**src/rtl/turtle_mem_pkg.sv**
```systemverilog
// Shared types for the store path: store sizes, queue entry layout and queue FSM states.
package turtle_mem_pkg;

  localparam int MEM_WSTRB_W = 4;

  typedef enum logic [1:0] {
    SZ_BYTE = 2'd0,
    SZ_HALF = 2'd1,
    SZ_WORD = 2'd2,
    SZ_RSVD = 2'd3
  } store_size_t;

  typedef struct packed {
    logic [31:0] addr;
    logic [31:0] val;
    store_size_t size;
  } sq_entry_t;

  typedef enum logic {
    ST_IDLE = 1'b0,
    ST_REQ  = 1'b1
  } sq_state_t;

endpackage

```
**src/rtl/store_strb_gen.sv**
```systemverilog
// Lane replication and byte-strobe generation for word-aligned memory writes.
module store_strb_gen
  import turtle_mem_pkg::*;
(
  input  logic [1:0]             offset,
  input  store_size_t            size,
  input  logic [31:0]            val,
  output logic [31:0]            wdata,
  output logic [MEM_WSTRB_W-1:0] wstrb
);

  always_comb begin
    wdata = val;
    wstrb = 4'b1111;
    case (size)
      SZ_BYTE: begin
        wdata = {4{val[7:0]}};
        wstrb = 4'b0001 << offset;
      end
      SZ_HALF: begin
        // halfword lanes are selected by addr[1] alone
        wdata = {2{val[15:0]}};
        wstrb = 4'b0011 << {offset[1], 1'b0};
      end
      default: begin
        wdata = val;
        wstrb = 4'b1111;
      end
    endcase
  end

endmodule

```
**src/rtl/store_queue.sv**
```systemverilog
// Committed-store buffer draining to the data-memory write port over req/ack.
// Optional load-address hazard compare is enabled with STORE_QUEUE_FWD_EN.
//
// state   | meaning
// --------+--------------------------------------------------------------
// ST_IDLE | no request outstanding; loads head into mem_* when count>0
// ST_REQ  | mem_req held with stable mem_*; pops head on mem_ack
module store_queue
  import turtle_mem_pkg::*;
#(
  parameter  int DEPTH = 4,
  localparam int PTR_W = $clog2(DEPTH)
) (
  input  logic                   clk,
  input  logic                   reset,
  input  logic [31:0]            store_addr,
  input  logic [31:0]            store_val,
  input  logic [1:0]             store_size,
  input  logic                   store_valid,
  output logic                   storefifo_full,
  output logic                   storefifo_empty,
  output logic [31:0]            mem_addr,
  output logic [31:0]            mem_wdata,
  output logic [MEM_WSTRB_W-1:0] mem_wstrb,
  output logic                   mem_req,
`ifdef STORE_QUEUE_FWD_EN
  input  logic [31:0]            load_chk_addr,
  output logic                   load_hazard,
`endif
  input  logic                   mem_ack,
  output logic                   size_err
);

  localparam logic [PTR_W:0] CNT_FULL = (PTR_W + 1)'(DEPTH);
  localparam logic [PTR_W:0] CNT_ONE  = (PTR_W + 1)'(1);

  sq_entry_t        entries [DEPTH];
  logic [PTR_W-1:0] wr_ptr;
  logic [PTR_W-1:0] rd_ptr;
  logic [PTR_W:0]   count;
  logic [PTR_W:0]   count_next;
  sq_state_t        state;

  logic             push;
  logic             pop;
  logic [PTR_W-1:0] head_idx;
  sq_entry_t        head;
  logic [31:0]      head_wdata;
  logic [3:0]       head_wstrb;

  assign pop  = (state == ST_REQ) && mem_ack;
  // full is registered, so a push landing on a popping cycle is still accepted
  assign push = store_valid && (store_size != SZ_RSVD) && ((count != CNT_FULL) || pop);

  always_comb begin
    count_next = count;
    if (push && !pop)
      count_next = count + 1'b1;
    else if (pop && !push)
      count_next = count - 1'b1;
  end

  // in ST_REQ the entry being presented is at rd_ptr, so the next one is staged
  assign head_idx = (state == ST_REQ) ? rd_ptr + 1'b1 : rd_ptr;
  assign head     = entries[head_idx];

  store_strb_gen u_strb_gen (
    .offset (head.addr[1:0]),
    .size   (head.size),
    .val    (head.val),
    .wdata  (head_wdata),
    .wstrb  (head_wstrb)
  );

  always_ff @(posedge clk) begin
    if (push)
      entries[wr_ptr] <= '{addr: store_addr, val: store_val, size: store_size_t'(store_size)};
  end

  always_ff @(posedge clk) begin
    if (reset) begin
      wr_ptr         <= '0;
      rd_ptr         <= '0;
      count          <= '0;
      state          <= ST_IDLE;
      storefifo_full <= 1'b0;
      mem_req        <= 1'b0;
      size_err       <= 1'b0;
      mem_addr       <= '0;
      mem_wdata      <= '0;
      mem_wstrb      <= '0;
    end else begin
      size_err       <= store_valid && (store_size == SZ_RSVD);
      count          <= count_next;
      storefifo_full <= (count_next == CNT_FULL);
      if (push)
        wr_ptr <= wr_ptr + 1'b1;
      if (pop)
        rd_ptr <= rd_ptr + 1'b1;

      case (state)
        ST_IDLE: begin
          if (count != '0) begin
            mem_addr  <= {head.addr[31:2], 2'b00};
            mem_wdata <= head_wdata;
            mem_wstrb <= head_wstrb;
            mem_req   <= 1'b1;
            state     <= ST_REQ;
          end
        end
        ST_REQ: begin
          if (mem_ack) begin
            if (count > CNT_ONE) begin
              mem_addr  <= {head.addr[31:2], 2'b00};
              mem_wdata <= head_wdata;
              mem_wstrb <= head_wstrb;
            end else begin
              mem_req <= 1'b0;
              state   <= ST_IDLE;
            end
          end
        end
        default: state <= ST_IDLE;
      endcase
    end
  end

  assign storefifo_empty = (count == '0) && (state == ST_IDLE);

`ifdef STORE_QUEUE_FWD_EN
  logic [PTR_W-1:0] slot_off;
  logic             unused_chk_lsb;

  assign unused_chk_lsb = ^load_chk_addr[1:0];

  // every counted slot is live, including the head that is currently in flight
  always_comb begin
    load_hazard = 1'b0;
    slot_off    = '0;
    for (int i = 0; i < DEPTH; i++) begin
      slot_off = PTR_W'(i) - rd_ptr;
      if (({1'b0, slot_off} < count) && (entries[i].addr[31:2] == load_chk_addr[31:2]))
        load_hazard = 1'b1;
    end
  end
`endif

  assert property (@(posedge clk) disable iff (reset) !(store_valid && storefifo_full && !pop))
    else $warning("store_queue: store_valid while full, store dropped");

endmodule

```
**config.mk**
```make
export PLATFORM = sky130hd
export DESIGN_NAME = store_queue
export DESIGN_NICKNAME = d
export VERILOG_FILES = /design/src/rtl/turtle_mem_pkg.sv /design/src/rtl/store_strb_gen.sv /design/src/rtl/store_queue.sv
export SDC_FILE = /design/constraint.sdc
export NUM_CORES = 1
export LEC_CHECK = 0
export ABC_AREA = 1
export BUFFER_PORTS_ARGS = -buffer_cell sky130_fd_sc_hd__buf_4
export CORE_MARGIN = 2
export CORE_UTILIZATION = 50
export DETAILED_ROUTE_END_ITERATION = 10
export PLACE_DENSITY = 0.69
export RECOVER_POWER = 25
export SYNTH_ARGS = -nofsm -noshare
export SYNTH_HDL_FRONTEND = slang
export SYNTH_HIERARCHICAL = 1
export SYNTH_SLANG_ARGS = --single-unit
```
**constraint.sdc**
```tcl
create_clock -name clk -period 5.77 [get_ports clk]
set_input_delay 0.2885 -clock clk [delete_from_list [all_inputs] [get_ports clk]]
set_output_delay 0.2885 -clock clk [all_outputs]
set_load 0.01 [all_outputs]
```
==> metrics <==
wire length per cell 16.5 µm; FP Rows 61; effective utilization at floorplan 0.511; Layout Nets 1631; worst path cell trace inv_2, nand2_4, nand2_4, buf_4, nor2_1, o31ai_1, nand2_1, nand2_1, nor2_1, nor2_1; leak pwr 7.29 nW; Starting DRT DRC Count 1026; number of max-cap violations 0; CTS Buffer Depth 3; Worst-Margin Slew 1.10 ns; WP data arrival 3.85 ns; fill cell count 2256; Total GRT Usage 0.217; Avg Cell Area, Syn 10.3 µm²; Final period util 0.589; Clock Power Share 0.326; Fin. Hold Viols 0; Setup TNS 0 ns; die span in y 173 µm; Slew headroom 0.266; Clock transition at path regs 0.06 ns; internal power 4.88 mW; # resized after CTS 0; vias in the first global route 9551; part of the power in combinational logic 0.250; synth warn 6; Via density 5.16; gr ovfl total 0; CTS buffer count 36; unrepaired setup endpoints after global routing false; DP Worst Slack 2.36 ns; total vias in the final route 10100; Area Overhead vs Synth 20.3%; die footprint 0.0300 mm²; Hold WC Path Type primary input to register; Sw Share 0.308; Clock Root Buffer clkbuf_16; CTS H-tree lvls 2; Multi-input gate area 0.00386 mm²; Clock Sinks 341; Routed Antenna Nets 0; IO Count 142; crit-path max FO 71; input/output buffers 139; sequential cell fraction of total power 0.423; DRT Wirelength 32.4 mm; status completed; Max Freq 0.294 GHz; CTS tree done; CP Capture Type register; hpwl dp 19.2 mm; Peak VDD IR 0.245 mV; Horiz. Die Dim 173 µm; critical path's slowest cell nand2_4; global-route wire length before repair 51.8 mm; fin util 0.615; core box area 0.0280 mm²; Final setup viols 0; share of cells above drive strength 1 0.128; Clock Skew 0.0248 ns; largest net degree at the start of global routing 73; WP data required 6.23 ns; reg2reg setup slack 2.37 ns; initial antenna violation count 1; Final min period 3.40 ns; most used cell, CP nor2_1; Register Area 0.00947 mm²; CP startpoint kind register; Residual DRC 0; Max Transition Viols Final 0; Post-CTS Setup Inserts 0; gpl congestion 0.804; post-synthesis sequential area ratio 0.662; Pwr Density 409 mW/mm²; synthesis-stage register bit count 341; Worst-Skew Late Latency 0.52 ns; Synth Cell Area 0.0143 mm²; post-synthesis cell count 1386; CP peak stage delay 0.68 ns; total net switching power 2.17 mW; overall power 7.05 mW; Final WS setup 2.37 ns; number of library cell types mapped by synthesis 30; WS Path Type register to register; DR pass1 iterations 5
[what timing repair did]
| action | in CTS | in global routing |
|---|---|---|
| hold endpoints to repair | 252 | 4 |
| hold buffers | 64 | 1 |
| endpoints found under the setup margin | 0 | 0 |
[placed cells by master, fill, tap and decap left out, types with 3 or more instances in the layout]
cell type / n
dlygate4sd3_1: 65
clkbuf_16: 37
bufinv_16: 4
o21ai_1: 20
a21oi_1: 41
nor2_1: 114
edfxtp_1: 264
inv_1: 145
inv_2: 6
nand2_4: 3
clkinv_1: 6
o21ai_0: 32
nand2_1: 353
o31ai_1: 34
o211ai_1: 36
ha_1: 8
nand3_2: 16
clkinv_2: 5
nand3_1: 124
clkbuf_1: 50
nor2_4: 5
dfxtp_1: 77
buf_4: 112
[cell families (layout without fill, tap and decap cells)]
family	count (synthesis)	in the layout	synth area share
AO/OA/AOI/OAI	171	171	0.0732
AND/OR/NAND/NOR	620	620	0.182
XOR/XNOR	1	1	0.000612
buffers and inverters	244	437	0.0749
other	1	4	0.000262
adder cells (fa/ha/maj)	8	8	0.00700
flip-flops	341	341	0.662
[critical path, delay by kind of cell, from the launching register on]
family / cells / cell delay (ns)
AOI/OAI and AO/OA: 1 / 0.68
buffers and inverters: 2 / 0.72
DFF: 1 / 0.40
and+or+nand+nor: 7 / 1.53
[flip-flops by register name, summed over array words and instances (netlist names)]
signal	cells
entries	264
storefifo_full	1
size_err	1
state	1
wr_ptr	2
mem_req	1
mem_wdata	32
count	3
mem_wstrb	4
rd_ptr	2
mem_addr	30
[worst paths after layout]
check	start	end	cells after the start
setup / recovery	state	mem_wdata[11]	10
hold / removal	store_valid	size_err	3
setup reg to reg	state	mem_wdata[11]	10
hold reg to reg	mem_req	mem_req	2
[power groups by stage]
| stage | registers, mW | logic, mW | clock network (mW) |
|---|---|---|---|
| finish | 2.98 | 1.77 | 2.30 |
| global route | 3.00 | 1.98 | 2.43 |
| CTS | 2.98 | 1.78 | 2.33 |
| detailed placement | 3.03 | 1.73 | 0 |
| global placement | 3.03 | 1.72 | 0 |
| floorplan | 3.07 | 1.15 | 0 |
[cells in the mapped netlist]
master,n,area share
buf_4,22,0.012
nand2_2,4,0.0017
nor2_4,1,0.00079
o31ai_1,36,0.019
buf_6,2,0.0016
clkbuf_1,31,0.0081
xor2_1,1,0.00061
nand3_1,124,0.043
nand2_1,354,0.093
o21bai_1,2,0.0010
buf_12,1,0.0014
edfxtp_1,264,0.55
ha_1,8,0.0070
o21ai_1,21,0.0073
o21ai_0,33,0.012
clkinv_1,1,0.00026
dfxtp_1,77,0.11
buf_1,4,0.0010
nor2_1,118,0.031
conb_1,1,0.00026
o21ai_2,1,0.00061
o211ai_1,36,0.019
nand4_1,1,0.00044
inv_2,5,0.0013
inv_1,145,0.038
buf_2,33,0.012
nand3_2,16,0.011
a21oi_1,41,0.014
a211oi_1,1,0.00052
nor3_1,2,0.00070
[final cells by class]
class / instances / area share
clock inverter: 20 / 0.0122
antenna: 2 / 0.000291
sequential: 341 / 0.550
multi-input combinational: 802 / 0.224
inverter: 151 / 0.0329
tap: 378 / 0.0275
timing repair buffer: 221 / 0.0962
clock buffer: 45 / 0.0567
[layer usage]
| layer | GRT usage | share of wire |
|---|---|---|
| met1 | 0.318 | 0.45 |
| met2 | 0.337 | 0.45 |
| met3 | 0.0347 | 0.074 |
| met4 | 0.0618 | 0.021 |
| met5 | 0 | 0 |
[stage by stage]
step | hold WS (ns) | cells | instance area (µm²)
detailed placement | 0.451 | 1828 | 15500
global placement | 0.461 | 1828 | 15500
floorplan | 0.361 | 1387 | 14300
CTS | 0.000879 | 1957 | 17400
finish | 0.0300 | 1960 | 17200
global route | 0.0290 | 1958 | 17200
Power figures use the tool's default switching activity.
